## src/rtl/sat_engine_pkg.sv

```systemverilog
// sat_engine_pkg: shared widths, backtrack controller state encoding and findflag codes
package sat_engine_pkg;
  localparam int WIDTH_LVL        = 16;
  localparam int WIDTH_BIN        = 10;
  localparam int WIDTH_LVL_STATES = WIDTH_BIN + 1;
  typedef enum logic [2:0] {
    IDLE   = 3'd0,
    SETTLE = 3'd1,
    ENCODE = 3'd2,
    APPLY  = 3'd3,
    RESULT = 3'd4
  } bkt_ctrl_state_t;
  localparam logic [1:0] FF_NONE = 2'd0;
  localparam logic [1:0] FF_HIT  = 2'd1;
  localparam logic [1:0] FF_DONE = 2'd2;
endpackage

```

## src/rtl/prio_enc_hi.sv

```systemverilog
// prio_enc_hi: combinational highest-set-bit index with any/multiple-hit flags
module prio_enc_hi #(
  parameter int N = 32,
  parameter int W = $clog2(N)
) (
  input  logic [N-1:0] vec,
  output logic [W-1:0] idx,
  output logic         any,
  output logic         multi
);
  always_comb begin
    idx = '0;
    for (int i = 0; i < N; i++) idx = vec[i] ? W'(i) : idx;
  end
  assign any   = |vec;
  assign multi = (vec & (vec - N'(1))) != '0;
endmodule

```

## src/rtl/bkt_lvl_ctrl.sv

```systemverilog
// bkt_lvl_ctrl: drives max_lvl into the lvl_state_cell chain, encodes findindex, commits backtrack
module bkt_lvl_ctrl
  import sat_engine_pkg::*;
#(
  parameter int NUM_LVLS         = 32,
  parameter int WIDTH_LVL        = sat_engine_pkg::WIDTH_LVL,
  parameter int WIDTH_BIN        = sat_engine_pkg::WIDTH_BIN,
  parameter int WIDTH_LVL_STATES = sat_engine_pkg::WIDTH_LVL_STATES,
  parameter int WIDTH_IDX        = $clog2(NUM_LVLS)
) (
  input  logic                                 clk,
  input  logic                                 rst,
  input  logic                                 start_i,
  input  logic [WIDTH_LVL-1:0]                 max_lvl_i,
  output logic                                 busy_o,
  output logic [WIDTH_LVL-1:0]                 max_lvl_o,
  output logic [1:0]                           findflag_o,
  input  logic [NUM_LVLS-1:0]                  findindex_i,
  input  logic [NUM_LVLS*WIDTH_LVL_STATES-1:0] lvl_states_i,
  output logic                                 apply_bkt_o,
  output logic                                 result_valid_o,
  input  logic                                 result_ready_i,
  output logic [WIDTH_LVL-1:0]                 bkt_lvl_o,
  output logic [WIDTH_BIN-1:0]                 bkt_bin_o,
  output logic                                 unsat_o,
  output logic                                 multi_hit_o
);
  bkt_ctrl_state_t      state, nxt;
  logic [WIDTH_IDX-1:0] enc_idx, idx_q;
  logic                 enc_any, enc_multi, found_q;
  logic [WIDTH_BIN-1:0] sel_bin;

  prio_enc_hi #(.N(NUM_LVLS), .W(WIDTH_IDX)) u_enc (
    .vec  (findindex_i),
    .idx  (enc_idx),
    .any  (enc_any),
    .multi(enc_multi)
  );

  // dcd_bin sits above the has_bkt bit in each level's state word
  assign sel_bin = lvl_states_i[int'(idx_q)*WIDTH_LVL_STATES+1 +: WIDTH_BIN];

  always_ff @(posedge clk) state <= rst ? IDLE : nxt;

  always_comb begin
    nxt = state == IDLE   ? (start_i ? SETTLE : IDLE) :
          state == SETTLE ? ENCODE :
          state == ENCODE ? APPLY :
          state == APPLY  ? RESULT :
          (state == RESULT && !result_ready_i) ? RESULT : IDLE;
  end

  assign busy_o         = state != IDLE;
  assign apply_bkt_o    = state == APPLY && found_q;
  assign result_valid_o = state == RESULT;
  assign findflag_o     = FF_NONE;

  always_ff @(posedge clk) begin
    if (rst) begin
      max_lvl_o   <= '0;
      idx_q       <= '0;
      found_q     <= 1'b0;
      bkt_lvl_o   <= '0;
      bkt_bin_o   <= '0;
      unsat_o     <= 1'b0;
      multi_hit_o <= 1'b0;
    end else begin
      if (state == IDLE && start_i) max_lvl_o <= max_lvl_i;
      if (state == ENCODE) begin
        idx_q       <= enc_idx;
        found_q     <= enc_any;
        multi_hit_o <= multi_hit_o | enc_multi;
      end
      // bin is captured before the cells act on this cycle's apply pulse
      if (state == APPLY) begin
        bkt_lvl_o <= found_q ? WIDTH_LVL'(idx_q) : '0;
        bkt_bin_o <= found_q ? sel_bin : '0;
        unsat_o   <= !found_q;
      end
    end
  end
endmodule

```

## config.mk

```make
export PLATFORM = sky130hd
export DESIGN_NAME = bkt_lvl_ctrl
export DESIGN_NICKNAME = d
export VERILOG_FILES = /design/src/rtl/sat_engine_pkg.sv /design/src/rtl/prio_enc_hi.sv /design/src/rtl/bkt_lvl_ctrl.sv
export SDC_FILE = /design/constraint.sdc
export NUM_CORES = 1
export LEC_CHECK = 0
export CAP_MARGIN = 20
export CORE_AREA = 8 8 169 171
export CTS_BUF_LIST = sky130_fd_sc_hd__clkbuf_4 sky130_fd_sc_hd__clkbuf_8
export CTS_CLUSTER_SIZE = 10
export DETAILED_ROUTE_END_ITERATION = 8
export DIE_AREA = 0 0 177 179
export SLEW_MARGIN = 20
export SYNTH_ARGS = -nofsm -noshare
export SYNTH_HDL_FRONTEND = slang
export SYNTH_HIERARCHICAL = 1
export SYNTH_SLANG_ARGS = --single-unit
```

## constraint.sdc

```tcl
create_clock -name clk -period 3.3 [get_ports clk]
set_input_delay 0.99 -clock clk [delete_from_list [all_inputs] [get_ports clk]]
set_output_delay 0.99 -clock clk [all_outputs]
set_load 0.005 [all_outputs]
```

**Word-level counts from Yosys, hierarchy flattened**

Cells that the tools add are included.

- Bits in registers: 53
- Input bits: 404
- Output and inout bits: 49
- Logic and storage cells: 66

- Add/subtract/negate cells: 2
- Multiply operators: 1
- Equality and inequality tests: 4
- Shifts and indexed selects: 1
- Mux-type cells: 39
- Bitwise gates (word level): 2
- Reductions and logical operators: 9

Operators with widths:

| kind | number |
|---|---|
| $shiftx A352 B11 Y10 | 1 |
| $mux W5 | 31 |
| $and A32 B32 Y32 | 1 |
| $reduce_bool A32 Y1 | 1 |
| $reduce_or A32 Y1 | 1 |
| $sub A32 B1 Y32 const B | 1 |
| $mux W3 | 5 |
| $add A9 B1 Y10 const B | 1 |
| $mux W10 | 1 |
| $mul A5 B4 Y9 const B | 1 |
| $eq A3 B2 Y1 const B | 2 |
| $eq A3 B1 Y1 const B | 1 |
| $eq A3 B3 Y1 const B | 1 |
| $logic_and A1 B1 Y1 | 3 |
| $logic_not A3 Y1 | 1 |
| $reduce_bool A3 Y1 | 1 |
| $logic_not A1 Y1 | 2 |
| $mux W1 | 2 |
| $or A1 B1 Y1 | 1 |

**Longest topological paths before layout**

Gate-level depths: netlist of the first run.

- Depth after elaboration: 31
- Mapped depth: 9
- Mapped depth without buffers: 8

**Cells and area by module**

Netlist of the first run, hierarchy kept.

By module, submodules not included:

| module | instances | cells each | area each (sq um) | seq. area each (sq um) |
|---|---|---|---|---|
| bkt_lvl_ctrl | 1 | 398 | 4140.2 | 840.8 |
| prio_enc_hi | 1 | 115 | 660.6 | 0.0 |

**Worst setup path after synthesis of the first run**

Ideal clock, no wire load.

- Path kind: input port to flip-flop
- Start point: input findindex_i[22]
- End point: register multi_hit_o
- Setup time: 0.128 ns
- Arrival: 2.620 ns
- Data required time: 3.172 ns
- Setup slack: 0.553 ns
- Stages on the path: 9
- Cell sequence: or2_1 buf_2 nor4b_4 nand3_2 o32ai_1 nand4_1 or4_1 a21oi_1 nor2_1

- Word-level cells in the longest chain between the ends: 4

Ends and longest elaborated chain:

| element | RTL line | RTL |
|---|---|---|
| start, declared | bkt_lvl_ctrl.sv:18 | `input logic [NUM_LVLS-1:0] findindex_i,` |
| $sub A32 B1 Y32 | prio_enc_hi.sv:16 | `assign multi = (vec & (vec - N'(1))) != '0;` |
| $and A32 B32 Y32 * | prio_enc_hi.sv:16 |  |
| $reduce_bool A32 Y1 * | prio_enc_hi.sv:16 |  |
| named net enc_multi | bkt_lvl_ctrl.sv:30 | `logic enc_any, enc_multi, found_q;` |
| $or A1 B1 Y1 * | bkt_lvl_ctrl.sv:72 | `multi_hit_o <= multi_hit_o \| enc_multi;` |
| end signal, assigned | bkt_lvl_ctrl.sv:72 |  |
| end, declared | bkt_lvl_ctrl.sv:26 | `output logic multi_hit_o` |

The timed path passes the listed nets; every way through them passes the cells marked *.
A chain may end at the register's enable or synchronous reset.

**Final worst setup path of the first run**

- Start point: input findindex_i[12]
- End point: register multi_hit_o

Same word-level chain as after synthesis.

==> reports/qor.csv, run 1 <==
metric,value,unit
Hold Crit Start,max_lvl_o[3]$_SDFFE_PP0P_,
core area,25800,um^2
first drt pass iteration count,7,
VDD IR max,0.157,mV
Final Hold Viols,0,
max incr delay on CP,520,ps
Slew @ Worst Pin,918,ps
fillers,2651,
"Slowest-stage cell, CP",or4_1,
WL/cell,22.4,um
grt ovf,0,
Final setup viols,0,
Clock Latency Late Sink,300,ps
status,finished clean,
static leakage,0.00317,uW
NumNets Final,1330,
Setup CP Type,in2reg,
Synth Instances,513,
Total GRT Usage,0.171,
boundary pin count,453,
Row Count,59,
die area,31700,um^2
Rel. slew slack,0.386,
synthesis-stage register bit count,42,
clock root cell,clkbuf_8,
"most common cell after layout, fill and taps aside",clkdlybuf4s50_1,
CTS tree,yes,
Critical Path AT,3300,ps
most frequent cells in the layout,"clkdlybuf4s50_1, mux4_2, nand2_1",
vias in the first global route,6398,
share of cells above drive strength 1,0.142,
via density per instance,4.68,
max-cap check violation count,0,
number of hold buffers added after CTS,0,
element type at the critical path end,flip-flop,
R2R setup slack,910,ps
PostCTS Resize Cnt,0,
hold slack,456,ps
maximum clock rate,319,MHz
initial core utilization,0.186,
largest net degree at the start of global routing,51,
"Seq/Total Area, Yosys",0.175,
"Setup Fix Bufs, Post-CTS",0,
final WL,28.4,mm
DRT antenna net count,0,
initial antenna violation count,6,
Die H,179,um
mapped cell area,4800,um^2
Tmin final,3140,ps
Synth cell types,55,
"Top FF cell, synth",dfxtp_1,
Post-synth EDFFs,0,
RSZ-0062 raised after global routing,false,
critical path buffer and inverter count,1,
ys async rst share,0,
Final Wtd Congestion,0.820,
first-pass GRT wire length,40.7,mm
worst hold path type,reg2reg,
Area Growth Syn to Fin,97.0,%
Chip Width,177,um
CP Launch Type,input port,
Vias,5916,
Post-DP HPWL,24.8,mm
Tcrit/Tclk final,0.950,
cell family with most CP delay,simple AND/OR/NAND/NOR gates,
Tot Pwr,2390,uW
CTS Sinks,42,
max-slew violation count,0,
CTS Buffer Depth,2,
WP data required,3470,ps
CP Launch Point,findindex_i[12],
initial DRC count,289,
clock-pin slew on the worst setup and hold paths,90,ps
critical-path cell list,"clkdlybuf4s50_1, nor4_1, and3_1, nand2_1, nor4b_2, o2111ai_1, or4_1, a21oi_1, nor2_1",
"critical path fanouts, max",3,
Avg Synthesized Cell Area,9.36,um^2
PD cells,253,nW/um^2
DRC Markers,0,
FF-to-FF Start,idx_q[0]$_SDFFE_PP0P_,
Num CTS Buffers,5,
clk_skew,8.91,ps
IO Port Bufs,407,
H-tree Lvls,2,
number of synthesis warnings,6,
-- cell usage after synthesis, drive strengths merged (9+ instances only) --
library cell  instances  area, um^2
a21oi                31         155
a22o                 16         140
a22oi                27         203
a31oi                10        62.6
a32oi                 9        78.8
buf                  44         284
clkbuf               13        50.0
dfxtp                42         841
mux2                 10         113
mux2i                46         460
mux4                 60        1350
nand2                59         221
nand3                10        55.1
nor2                 32         120
nor3                 15        75.1
o21ai                26         130
-- state kept, by name, summed over array words and instances, names as in the netlist --
name and count:
state 3, multi_hit_o 1, idx_q 5, found_q 1, bkt_lvl_o 5, unsat_o 1
max_lvl_o 16, bkt_bin_o 10
-- final cells by class --
cell class	instances	area (um^2)	area share
inverter	8	30.0	0.00317
clock inverter	3	20.0	0.00212
clock buffer	5	68.8	0.00728
antenna	3	7.51	0.000794
tap	335	419	0.0443
sequential	42	848	0.0897
multi-input combinational	418	3640	0.385
timing repair buffer	451	4420	0.468
-- worst min-delay path, delay by kind of cell (launching register included) --
kind               cells  cell delay (ps)
DFF                    1              320
and+or+nand+nor        1               50
AOI/OAI and AO/OA      1               50
-- kinds of logic (layout without fill, tap and decap cells) --
group                      count (synthesis)  after routing  share of synthesized area
muxes                                    116            116                      0.401
other                                      1             16                   0.000781
buffers and inverters                     65            467                     0.0758
xor gates and xnor gates                   1              1                    0.00182
adders and majority gates                  1              1                    0.00209
DFF                                       42             42                      0.175
AOI/OAI and AO/OA                        138            138                      0.192
and+or+nand+nor                          149            149                      0.152
-- per-stage QoR --
step	cells	instance area, um^2	TNS [ps]	setup WS (ps)	util
after floorplan	525	4850	0	553	-
after global placement	1254	9360	-152	-152	0.363
after detailed placement	1254	9360	-190	-190	0.363
after CTS	1262	9450	0	147	0.367
after global routing	1264	9460	0	29.0	0.367
final	1265	9460	0	164	0.367
-- metal layers --
metal / track usage / share of wire
met1: 0.213 / 0.42
met2: 0.283 / 0.48
met3: 0.0554 / 0.088
met4: 0.0385 / 0.016
met5: 0 / 0.0012
-- worst paths after layout --
path,to,cells past startpoint
setup / recovery,multi_hit_o$_SDFFE_PP0P_,9
hold / removal,max_lvl_o[3]$_SDFFE_PP0P_,2
setup reg to reg,bkt_bin_o[1]$_SDFFE_PP0N_,5
hold reg to reg,max_lvl_o[3]$_SDFFE_PP0P_,2
-- power by group --
group | internal [uW] | switching (uW) | total, uW
Clock | 150 | 202 | 352
Combinational | 883 | 531 | 1410
Sequential | 550 | 76.6 | 626
No activity file was read; power rests on OpenSTA's default activity.
==> run 2: changes to the inputs <==
SLEW_MARGIN = unset   (was 20)
==> results of run 2 <==
The final DEF is identical to that of run 1; final timing and power are the same.
